File: src/rtl/alu_seq_pkg.sv
// rtl/alu_seq_pkg.sv - shared types, opcodes and IR field positions for the ALU control sequencer
package alu_seq_pkg;

    typedef enum logic [3:0] {
        ST_IDLE  = 4'd0,
        ST_T0    = 4'd1,
        ST_T1    = 4'd2,
        ST_T2    = 4'd3,
        ST_T3    = 4'd4,
        ST_T4    = 4'd5,
        ST_T5    = 4'd6,
        ST_T6    = 4'd7,
        ST_FAULT = 4'd8
    } state_e;

    localparam logic [4:0] OP_ADD  = 5'h01;
    localparam logic [4:0] OP_SUB  = 5'h02;
    localparam logic [4:0] OP_AND  = 5'h03;
    localparam logic [4:0] OP_OR   = 5'h04;
    localparam logic [4:0] OP_ROR  = 5'h09;
    localparam logic [4:0] OP_ROL  = 5'h0A;
    localparam logic [4:0] OP_SHL  = 5'h0B;
    localparam logic [4:0] OP_SHR  = 5'h0D;
    localparam logic [4:0] OP_SHRA = 5'h0E;
    localparam logic [4:0] OP_MUL  = 5'h0F;
    localparam logic [4:0] OP_DIV  = 5'h10;
    localparam logic [4:0] OP_NEG  = 5'h11;
    localparam logic [4:0] OP_NOT  = 5'h12;

    localparam int OPC_HI = 31;
    localparam int OPC_LO = 27;
    localparam int RA_HI  = 26;
    localparam int RA_LO  = 23;
    localparam int RB_HI  = 22;
    localparam int RB_LO  = 19;
    localparam int RC_HI  = 18;
    localparam int RC_LO  = 15;
    localparam int IMM_HI = 4;
    localparam int IMM_LO = 0;

    function automatic logic [7:0] alu_code(input logic [4:0] op);
        return {3'b000, op};
    endfunction

endpackage

File: src/rtl/alu_seq_decode.sv
// rtl/alu_seq_decode.sv - combinational opcode classifier
// Ports:
//   opcode_i    in  5 : opcode field of IR
//   is_binary   out 1 : ADD/SUB/AND/OR
//   is_unary    out 1 : NEG/NOT
//   is_shift    out 1 : ROR/ROL/SHL/SHR/SHRA
//   is_muldiv   out 1 : MUL/DIV (classified regardless of build configuration)
//   is_illegal  out 1 : any other opcode
module alu_seq_decode
    import alu_seq_pkg::*;
(
    input  logic [4:0] opcode_i,
    output logic       is_binary,
    output logic       is_unary,
    output logic       is_shift,
    output logic       is_muldiv,
    output logic       is_illegal
);

    always_comb begin
        is_binary  = 1'b0;
        is_unary   = 1'b0;
        is_shift   = 1'b0;
        is_muldiv  = 1'b0;
        is_illegal = 1'b0;
        case (opcode_i)
            OP_ADD, OP_SUB, OP_AND, OP_OR:           is_binary  = 1'b1;
            OP_NEG, OP_NOT:                          is_unary   = 1'b1;
            OP_ROR, OP_ROL, OP_SHL, OP_SHR, OP_SHRA: is_shift   = 1'b1;
            OP_MUL, OP_DIV:                          is_muldiv  = 1'b1;
            default:                                 is_illegal = 1'b1;
        endcase
    end

endmodule

File: src/rtl/alu_control_sequencer.sv
// rtl/alu_control_sequencer.sv - control-step sequencer driving DataPath strobes for fetch and ALU execute
// Build option: ALU_SEQ_MULDIV_EN enables MUL/DIV (T6, HIin/LOin/Zhighout); otherwise MUL/DIV fault.
// Ports:
//   clock, clear        : clock, synchronous active-low reset
//   run                 : level, keep fetching instructions
//   ir[IR_W]            : IR contents from DataPath
//   mem_ready           : memory read data valid
//   PCout..LOin         : DataPath strobes
//   Gra/Grb/Grc/Rin/Rout: register select-and-encode controls
//   ALU_control[8]      : {3'b000, opcode} in ALU steps
//   shift_count[5]      : immediate count in shift T4
//   done                : final-step pulse
//   illegal             : set while in FAULT
module alu_control_sequencer
    import alu_seq_pkg::*;
#(
    parameter int IR_W = 32
) (
    input  logic            clock,
    input  logic            clear,
    input  logic            run,
    input  logic [IR_W-1:0] ir,
    input  logic            mem_ready,
    output logic            PCout,
    output logic            MARin,
    output logic            IncPC,
    output logic            Zin,
    output logic            Zlowout,
    output logic            Zhighout,
    output logic            PCin,
    output logic            read,
    output logic            MDRin,
    output logic            MDRout,
    output logic            IRin,
    output logic            Yin,
    output logic            HIin,
    output logic            LOin,
    output logic            Gra,
    output logic            Grb,
    output logic            Grc,
    output logic            Rin,
    output logic            Rout,
    output logic [7:0]      ALU_control,
    output logic [4:0]      shift_count,
    output logic            done,
    output logic            illegal
);

    state_e     state_q;
    logic       t1_wait_q;  // set after the first T1 cycle so PCin/Zlowout drop while waiting
    logic [4:0] opcode;
    logic       is_binary, is_unary, is_shift, is_muldiv, is_illegal;
    logic       muldiv_op;
    logic       bad_op;
    state_e     fin_state;

    assign opcode = ir[OPC_HI:OPC_LO];

    // Register numbers are taken by DataPath's select-and-encode directly from IR.
    logic unused_ir;
    assign unused_ir = ^ir[RA_HI:IMM_HI+1];

    alu_seq_decode u_decode (
        .opcode_i   (opcode),
        .is_binary  (is_binary),
        .is_unary   (is_unary),
        .is_shift   (is_shift),
        .is_muldiv  (is_muldiv),
        .is_illegal (is_illegal)
    );

`ifdef ALU_SEQ_MULDIV_EN
    assign muldiv_op = is_muldiv;
`else
    assign muldiv_op = 1'b0;
`endif
    assign bad_op    = is_illegal | (is_muldiv & ~muldiv_op);
    assign fin_state = run ? ST_T0 : ST_IDLE;

    always_ff @(posedge clock) begin
        if (!clear) begin
            state_q   <= ST_IDLE;
            t1_wait_q <= 1'b0;
        end else begin
            case (state_q)
                ST_IDLE:  if (run) state_q <= ST_T0;
                ST_T0: begin
                    state_q   <= ST_T1;
                    t1_wait_q <= 1'b0;
                end
                ST_T1: begin
                    if (mem_ready) begin
                        state_q   <= ST_T2;
                        t1_wait_q <= 1'b0;
                    end else begin
                        t1_wait_q <= 1'b1;
                    end
                end
                ST_T2:    state_q <= ST_T3;
                ST_T3:    state_q <= bad_op ? ST_FAULT : ST_T4;
                ST_T4:    state_q <= is_unary ? fin_state : ST_T5;
                ST_T5:    state_q <= muldiv_op ? ST_T6 : fin_state;
                ST_T6:    state_q <= fin_state;
                ST_FAULT: state_q <= ST_FAULT;
                default:  state_q <= ST_IDLE;
            endcase
        end
    end

    always_comb begin
        PCout = 1'b0; MARin = 1'b0; IncPC = 1'b0; Zin = 1'b0;
        Zlowout = 1'b0; Zhighout = 1'b0; PCin = 1'b0; read = 1'b0;
        MDRin = 1'b0; MDRout = 1'b0; IRin = 1'b0; Yin = 1'b0;
        HIin = 1'b0; LOin = 1'b0; Gra = 1'b0; Grb = 1'b0; Grc = 1'b0;
        Rin = 1'b0; Rout = 1'b0; done = 1'b0; illegal = 1'b0;
        ALU_control = 8'h00;
        shift_count = 5'd0;
        case (state_q)
            ST_T0: begin
                PCout = 1'b1; MARin = 1'b1; IncPC = 1'b1; Zin = 1'b1;
            end
            ST_T1: begin
                read    = 1'b1;
                MDRin   = 1'b1;
                Zlowout = ~t1_wait_q;
                PCin    = ~t1_wait_q;
            end
            ST_T2: begin
                MDRout = 1'b1; IRin = 1'b1;
            end
            ST_T3: begin
                if (is_binary || is_shift) begin
                    Grb = 1'b1; Rout = 1'b1; Yin = 1'b1;
                end else if (is_unary) begin
                    Grb = 1'b1; Rout = 1'b1; Zin = 1'b1;
                    ALU_control = alu_code(opcode);
                end else if (muldiv_op) begin
                    Gra = 1'b1; Rout = 1'b1; Yin = 1'b1;
                end
            end
            ST_T4: begin
                if (is_binary) begin
                    Grc = 1'b1; Rout = 1'b1; Zin = 1'b1;
                    ALU_control = alu_code(opcode);
                end else if (is_shift) begin
                    Zin = 1'b1;
                    ALU_control = alu_code(opcode);
                    shift_count = ir[IMM_HI:IMM_LO];
                end else if (is_unary) begin
                    Zlowout = 1'b1; Gra = 1'b1; Rin = 1'b1; done = 1'b1;
                end else if (muldiv_op) begin
                    Grb = 1'b1; Rout = 1'b1; Zin = 1'b1;
                    ALU_control = alu_code(opcode);
                end
            end
            ST_T5: begin
`ifdef ALU_SEQ_MULDIV_EN
                if (muldiv_op) begin
                    Zlowout = 1'b1; LOin = 1'b1;
                end else begin
                    Zlowout = 1'b1; Gra = 1'b1; Rin = 1'b1; done = 1'b1;
                end
`else
                Zlowout = 1'b1; Gra = 1'b1; Rin = 1'b1; done = 1'b1;
`endif
            end
`ifdef ALU_SEQ_MULDIV_EN
            ST_T6: begin
                Zhighout = 1'b1; HIin = 1'b1; done = 1'b1;
            end
`endif
            ST_FAULT: illegal = 1'b1;
            default: ;
        endcase
    end

endmodule

File: config.mk
export PLATFORM = sky130hd
export DESIGN_NAME = alu_control_sequencer
export DESIGN_NICKNAME = d
export VERILOG_FILES = /design/src/rtl/alu_seq_pkg.sv /design/src/rtl/alu_seq_decode.sv /design/src/rtl/alu_control_sequencer.sv
export SDC_FILE = /design/constraint.sdc
export NUM_CORES = 1
export LEC_CHECK = 0
export ABC_AREA = 1
export CAP_MARGIN = 10
export CORE_UTILIZATION = 27
export CTS_CLUSTER_SIZE = 16
export DETAILED_ROUTE_END_ITERATION = 7
export PLACE_DENSITY = 0.79
export SYNTH_ARGS = -nofsm -noshare
export SYNTH_HDL_FRONTEND = slang
export SYNTH_SLANG_ARGS = --single-unit
export TNS_END_PERCENT = 50
File: constraint.sdc
create_clock -name clock -period 1.3 [get_ports clock]
set_input_delay 0.26 -clock clock [delete_from_list [all_inputs] [get_ports clock]]
set_output_delay 0.26 -clock clock [all_outputs]
set_load 0.02 [all_outputs]
* Yosys cells after proc, flatten, opt, wreduce, memory -nomap -nowiden *
Cells that the tools add are included.

operators by class
  equality and inequality tests = 23
  muxes and demuxes = 42
  bitwise gates (word level) = 2
  reduce and logical (&&, ||, !) cells = 10

operator list
  kind                                                 number
  2-to-1 mux 5 bit                                     7
  one-hot mux 4 bit (8 select lines)                   1
  equality test 5 x 4 -> 1 bit, second input constant  6
  2-to-1 mux 1 bit                                     24
  equality test 4 x 3 -> 1 bit, second input constant  4
  equality test 5 bit, second input constant           3
  OR reduction 13 bit                                  1
  2-to-1 mux 4 bit                                     3
  equality test 5 x 2 -> 1 bit, second input constant  2
  one-hot mux 5 bit (2 select lines)                   1
  equality test 4 x 2 -> 1 bit, second input constant  2
  one-hot mux 1 bit (2 select lines)                   3
  one-hot mux 1 bit (3 select lines)                   2
  OR reduction 2 bit                                   3
  equality test 5 x 1 -> 1 bit, second input constant  1
  equality test 5 x 3 -> 1 bit, second input constant  1
  OR reduction 5 bit                                   1
  equality test 4 x 1 -> 1 bit, second input constant  1
  equality test 4 bit, second input constant           1
  zero test 4 bit                                      1
  != test 2 bit, second input constant                 2
  OR reduction 4 bit                                   1
  2-to-1 mux 3 bit                                     1
  AND reduction 2 bit                                  1
  4 further kinds                                      4

storage, ports and cells
  bits in registers = 5
  input port bits = 36
  word-level logic and storage cells = 79

* Longest topological paths before layout *
  word-level depth = 7
  mapped depth = 9
  depth with buffers taken out = 9

* Modules after synthesis *
Synthesis repeated with hierarchy kept, for this count alone.

second synthesis, totals
  cells, all modules = 130
  area total of the unflattened synthesis = 703.2 um^2

by module, submodules not included
  module                 times used  cells an instance  area an instance (um^2)  seq. area each (um^2)
  alu_control_sequencer  1           104                591.8                    100.1
  alu_seq_decode         1           26                 111.4                    0.0

* Worst setup path before layout *
OpenSTA, ideal clock, no wires.

  kind = reg2out
  start point = reg state_q[3]
  end point = out Zlowout
  arrival time = 1.290 ns
  data required time = 1.040 ns
  path slack = -0.250 ns
  stages on the path, launching flop included = 7
  cell sequence = dfxtp_1 inv_1 nand2_1 inv_1 nand2_1 o21ai_1 or2_1

on the way
  word-level cells in the longest chain between the ends = 2
  elaborated cells between the ends (all ways) = 4
  those cells by class = eq/ne (3); mux (1)

RTL lines
  item                                                                          line                          RTL
  start, declared                                                               alu_control_sequencer.sv:49   state_e state_q;
  start signal, assigned                                                        alu_control_sequencer.sv:100  ST_T3: state_q <= bad_op ? ST_FAULT : ST_T4;
  start signal, assigned                                                        alu_control_sequencer.sv:101  ST_T4: state_q <= is_unary ? fin_state : ST_T5;
  start signal, assigned                                                        alu_control_sequencer.sv:102  ST_T5: state_q <= muldiv_op ? ST_T6 : fin_state;
  equality test 4 x 3 -> 1 bit or equality test 4 x 2 -> 1 bit (tied branches)  alu_control_sequencer.sv:118  case (state_q)
  one-hot mux 1 bit (3 select lines) (*)                                        alu_control_sequencer.sv:118
  end, declared                                                                 alu_control_sequencer.sv:28   output logic Zlowout,

Mark *: on every way between the ends. The rest lies on a longest branch, timed or not.

* Final worst setup path *
Ends and elaborated chain as after synthesis.

==> out/metrics.csv <==
stage,metric,value,unit
run_status,outcome,"complete, but fails checks",
run_status,violated checks,setup timing,
floorplanning,initial core utilization,28.6,%
setup_path,RR Startpoint,state_q[3],
floorplanning,die height,50.4,µm
setup_path,WP data required,1040,ps
setup_path,worst-case reg-to-reg path depth,10,
min_path,Hold Path Depth,2,
clock_tree,H-tree levels,1,
yosys,Post-Syn Instances,115,
floorplanning,total core area,2210,µm²
placed_design,GP Congestion,0.776,
floorplanning,DIE AREA,2540,µm²
clock_tree,Clock Path Buffers,2,
sta,RSZ-0062 raised after global routing,yes,
clock_tree,total CTS buffers,3,
yosys,post-synthesis mux area share,0,%
min_path,min-delay src,t1_wait_q,
finish,"commonest non-fill, non-tap cell in the layout",buf_4,
floorplanning,Cell Rows,17,
placed_design,detailed placement HPWL,1.62,mm
placed_design,Placed Instance Area,1190,µm²
sta,skew final,3.68,ps
yosys,Synth Area in XOR/XNOR,0,%
sta,"Hold Vio Cnt, Final",0,
clock_tree,clk_lat worst skew,250,ps
yosys,Synth Cell Area,632,µm²
min_path,min-delay worst type,reg -> reg,
setup_path,Crit path depth,7,
floorplanning,I/O pin cnt,70,
global_route,All-Layer GR Usage,18.3,%
sta,fin. max-slew vios,0,
finish,antenna cells,0,
setup_path,slowest CP cell,dfxtp_2,
detailed_routing,Via Count,872,
sta,final setup fails,28,
setup_path,crit end category,output port,
sta,FMAX,0.607,GHz
yosys,post-synth top area cell,nand2_1,
setup_path,Startpoint Class,register,
sta,min Tclk post-route,1650,ps
floorplanning,die width,50.4,µm
global_route,initial antenna violation count,0,
yosys,combinational family with the most area after synthesis,simple AND/OR/NAND/NOR gates,
finish,most frequent cells in the layout,"buf_4 (35), nand2_1 (21), inv_1 (14), buf_6 (10), clkdlybuf4s15_2 (9)",
detailed_routing,average wire per standard cell,10.4,µm
sta,final worst slack,-349,ps
finish,layout cell share with drive strength beyond 1,58.0,%
global_route,total gr overflow,0,
yosys,Synth cell types,20,
setup_path,Bufs and invs on worst path,2,
yosys,simple-gate share of the synthesized area,46.3,%
clock_tree,Root Driver,clkbuf_4,
global_route,number of global-route vias before repair,862,
global_route,largest net degree at the start of global routing,7,
finish,Final Net Count,218,
sta,"Period Utilization, post-route",127,%
clock_tree,CTS Hold Bufs,0,
yosys,syn_area_per_cell,5.49,µm²
power,worst vdd ir,600,µV
clock_tree,clock sinks,5,
detailed_routing,"antenna viol nets, final",0,
detailed_routing,initial DRC count,9,
detailed_routing,residual DRC count,0,
power,Static Leak,0.706,nW
yosys,YS warnings,0,
detailed_routing,vias per cell,4.17,
yosys,Synth Area in Compound Gates,9.31,%
yosys,"Seq/Total Area, Yosys",15.8,%
setup_path,Setup CP Type,reg -> out,
yosys,Yosys top cell area share,16.0,%
yosys,"FF+latch count, synth",5,
detailed_routing,first drt pass iteration count,4,
clock_tree,"Reg clk slew, reported paths",40,ps
yosys,main area contributors after synthesis,"nand2_1 (16%), dfxtp_1 (16%), buf_4 (14%)",
placed_design,dpl ws,-1090,ps
finish,area delta synth->final,112,%
setup_path,WP data arrival,1390,ps
setup_path,crit path max fanout,4,
setup_path,Worst Setup SP,state_q[3],
yosys,Post-Synth Adder-Cell Area,0,%
placed_design,IO buf count,41,
setup_path,"delay-heaviest family, CP",simple AND/OR/NAND/NOR gates,
power,pwr dens,743,nW/µm²
clock_tree,CTS tree,done,
setup_path,critical path's largest stage delay,330,ps
detailed_routing,DRT Wirelength,2.16,mm
global_route,first-pass GRT wire length,3.57,mm
job,number of max-cap violations,0,
finish,cell area after layout,1340,µm²
setup_path,crit-path cells,"inv_2, nand2_4, nor2_4, nand3_2, o21ai_4, or2_1, buf_6",
## stage by stage
stage	setup TNS [ps]	util [%]	cells	hold slack (ps)	total power [mW]
3_5_place_dp	-23710	53.8	198	477	0.772
3_3_place_gp	-22820	53.8	198	465	0.759
2_1_floorplan	-945	-	120	373	0.524
6_report	-7140	60.7	209	479	0.997
5_1_grt	-9490	60.7	209	518	1.06
4_1_cts	-7310	59.3	208	484	0.984
## repair_timing
| action | in CTS | in global routing |
|---|---|---|
| gates cloned | 1 | 0 |
| pin swaps | 16 | 7 |
| setup endpoints to repair | 32 | 30 |
| setup buffers | 5 | 1 |
| resized for setup | 170 | 15 |
## cell usage after synthesis
library cell,n
nor2_1,17
o21ai_2,1
dfxtp_1,5
or2_1,2
o21ai_0,4
buf_6,1
nand4_1,1
conb_1,1
nand3_1,8
nand2_2,3
nor3_1,2
nor2_4,1
inv_1,20
o21ai_1,1
nand2_1,27
buf_4,12
a21oi_1,5
and2_1,2
nand3_2,1
nor2_2,1
## report_power, final
part / total, mW / switching (mW) / leakage, nW / internal (mW)
Combinational: 0.612 / 0.337 / 0.649 / 0.275
Sequential: 0.202 / 0.0234 / 0.0425 / 0.178
Clock: 0.183 / 0.0670 / 0.0150 / 0.116
Total: 0.997 / 0.428 / 0.706 / 0.570
## flip-flops by register name, indices dropped and copies added (netlist names)
| name | count |
|---|---|
| state_q | 4 |
| t1_wait_q | 1 |
## metal layers
layer | up-vias | GRT usage [%] | routed length (µm)
li1 | 464 | - | -
met5 | - | 0 | 0
met1 | 383 | 18.9 | 861
met4 | 0 | 9.26 | 30
met3 | 2 | 2.12 | 72
met2 | 23 | 35.6 | 1200
## worst reg2reg max path, cell delays in order (launching register included)
cell,delay [ps]
dfxtp_2,330
inv_2,70
nand2_4,70
nor2_4,180
nand3_2,130
buf_4,150
nand2_1,60
nand2_1,50
nand3_1,70
nand2_1,60
inv_1,50
## cells by family (layout without fill, tap and decap cells)
logic type | Yosys count | in the layout
flip-flops | 5 | 5
AND/OR/NAND/NOR | 65 | 65
AO/OA/AOI/OAI | 11 | 11
buffers and inverters | 33 | 94
other | 1 | 6
## path summary, 6_finish.rpt
| kind | endpoint | slack, ps |
|---|---|---|
| max | Zlowout | -350 |
| min | t1_wait_q | 480 |
| max reg2reg | state_q[0] | 20 |
| min reg2reg | t1_wait_q | 480 |
## layout make-up
cell class / instances / area (µm²)
Clock buffer: 4 / 26.3
Timing Repair Buffer: 70 / 597
Inverter: 20 / 75.1
Tap cell: 28 / 35.0
Multi-Input combinational cell: 82 / 504
Fill cell: 199 / 870
Sequential cell: 5 / 105
Note: power is estimated with default switching activity, not from simulation.
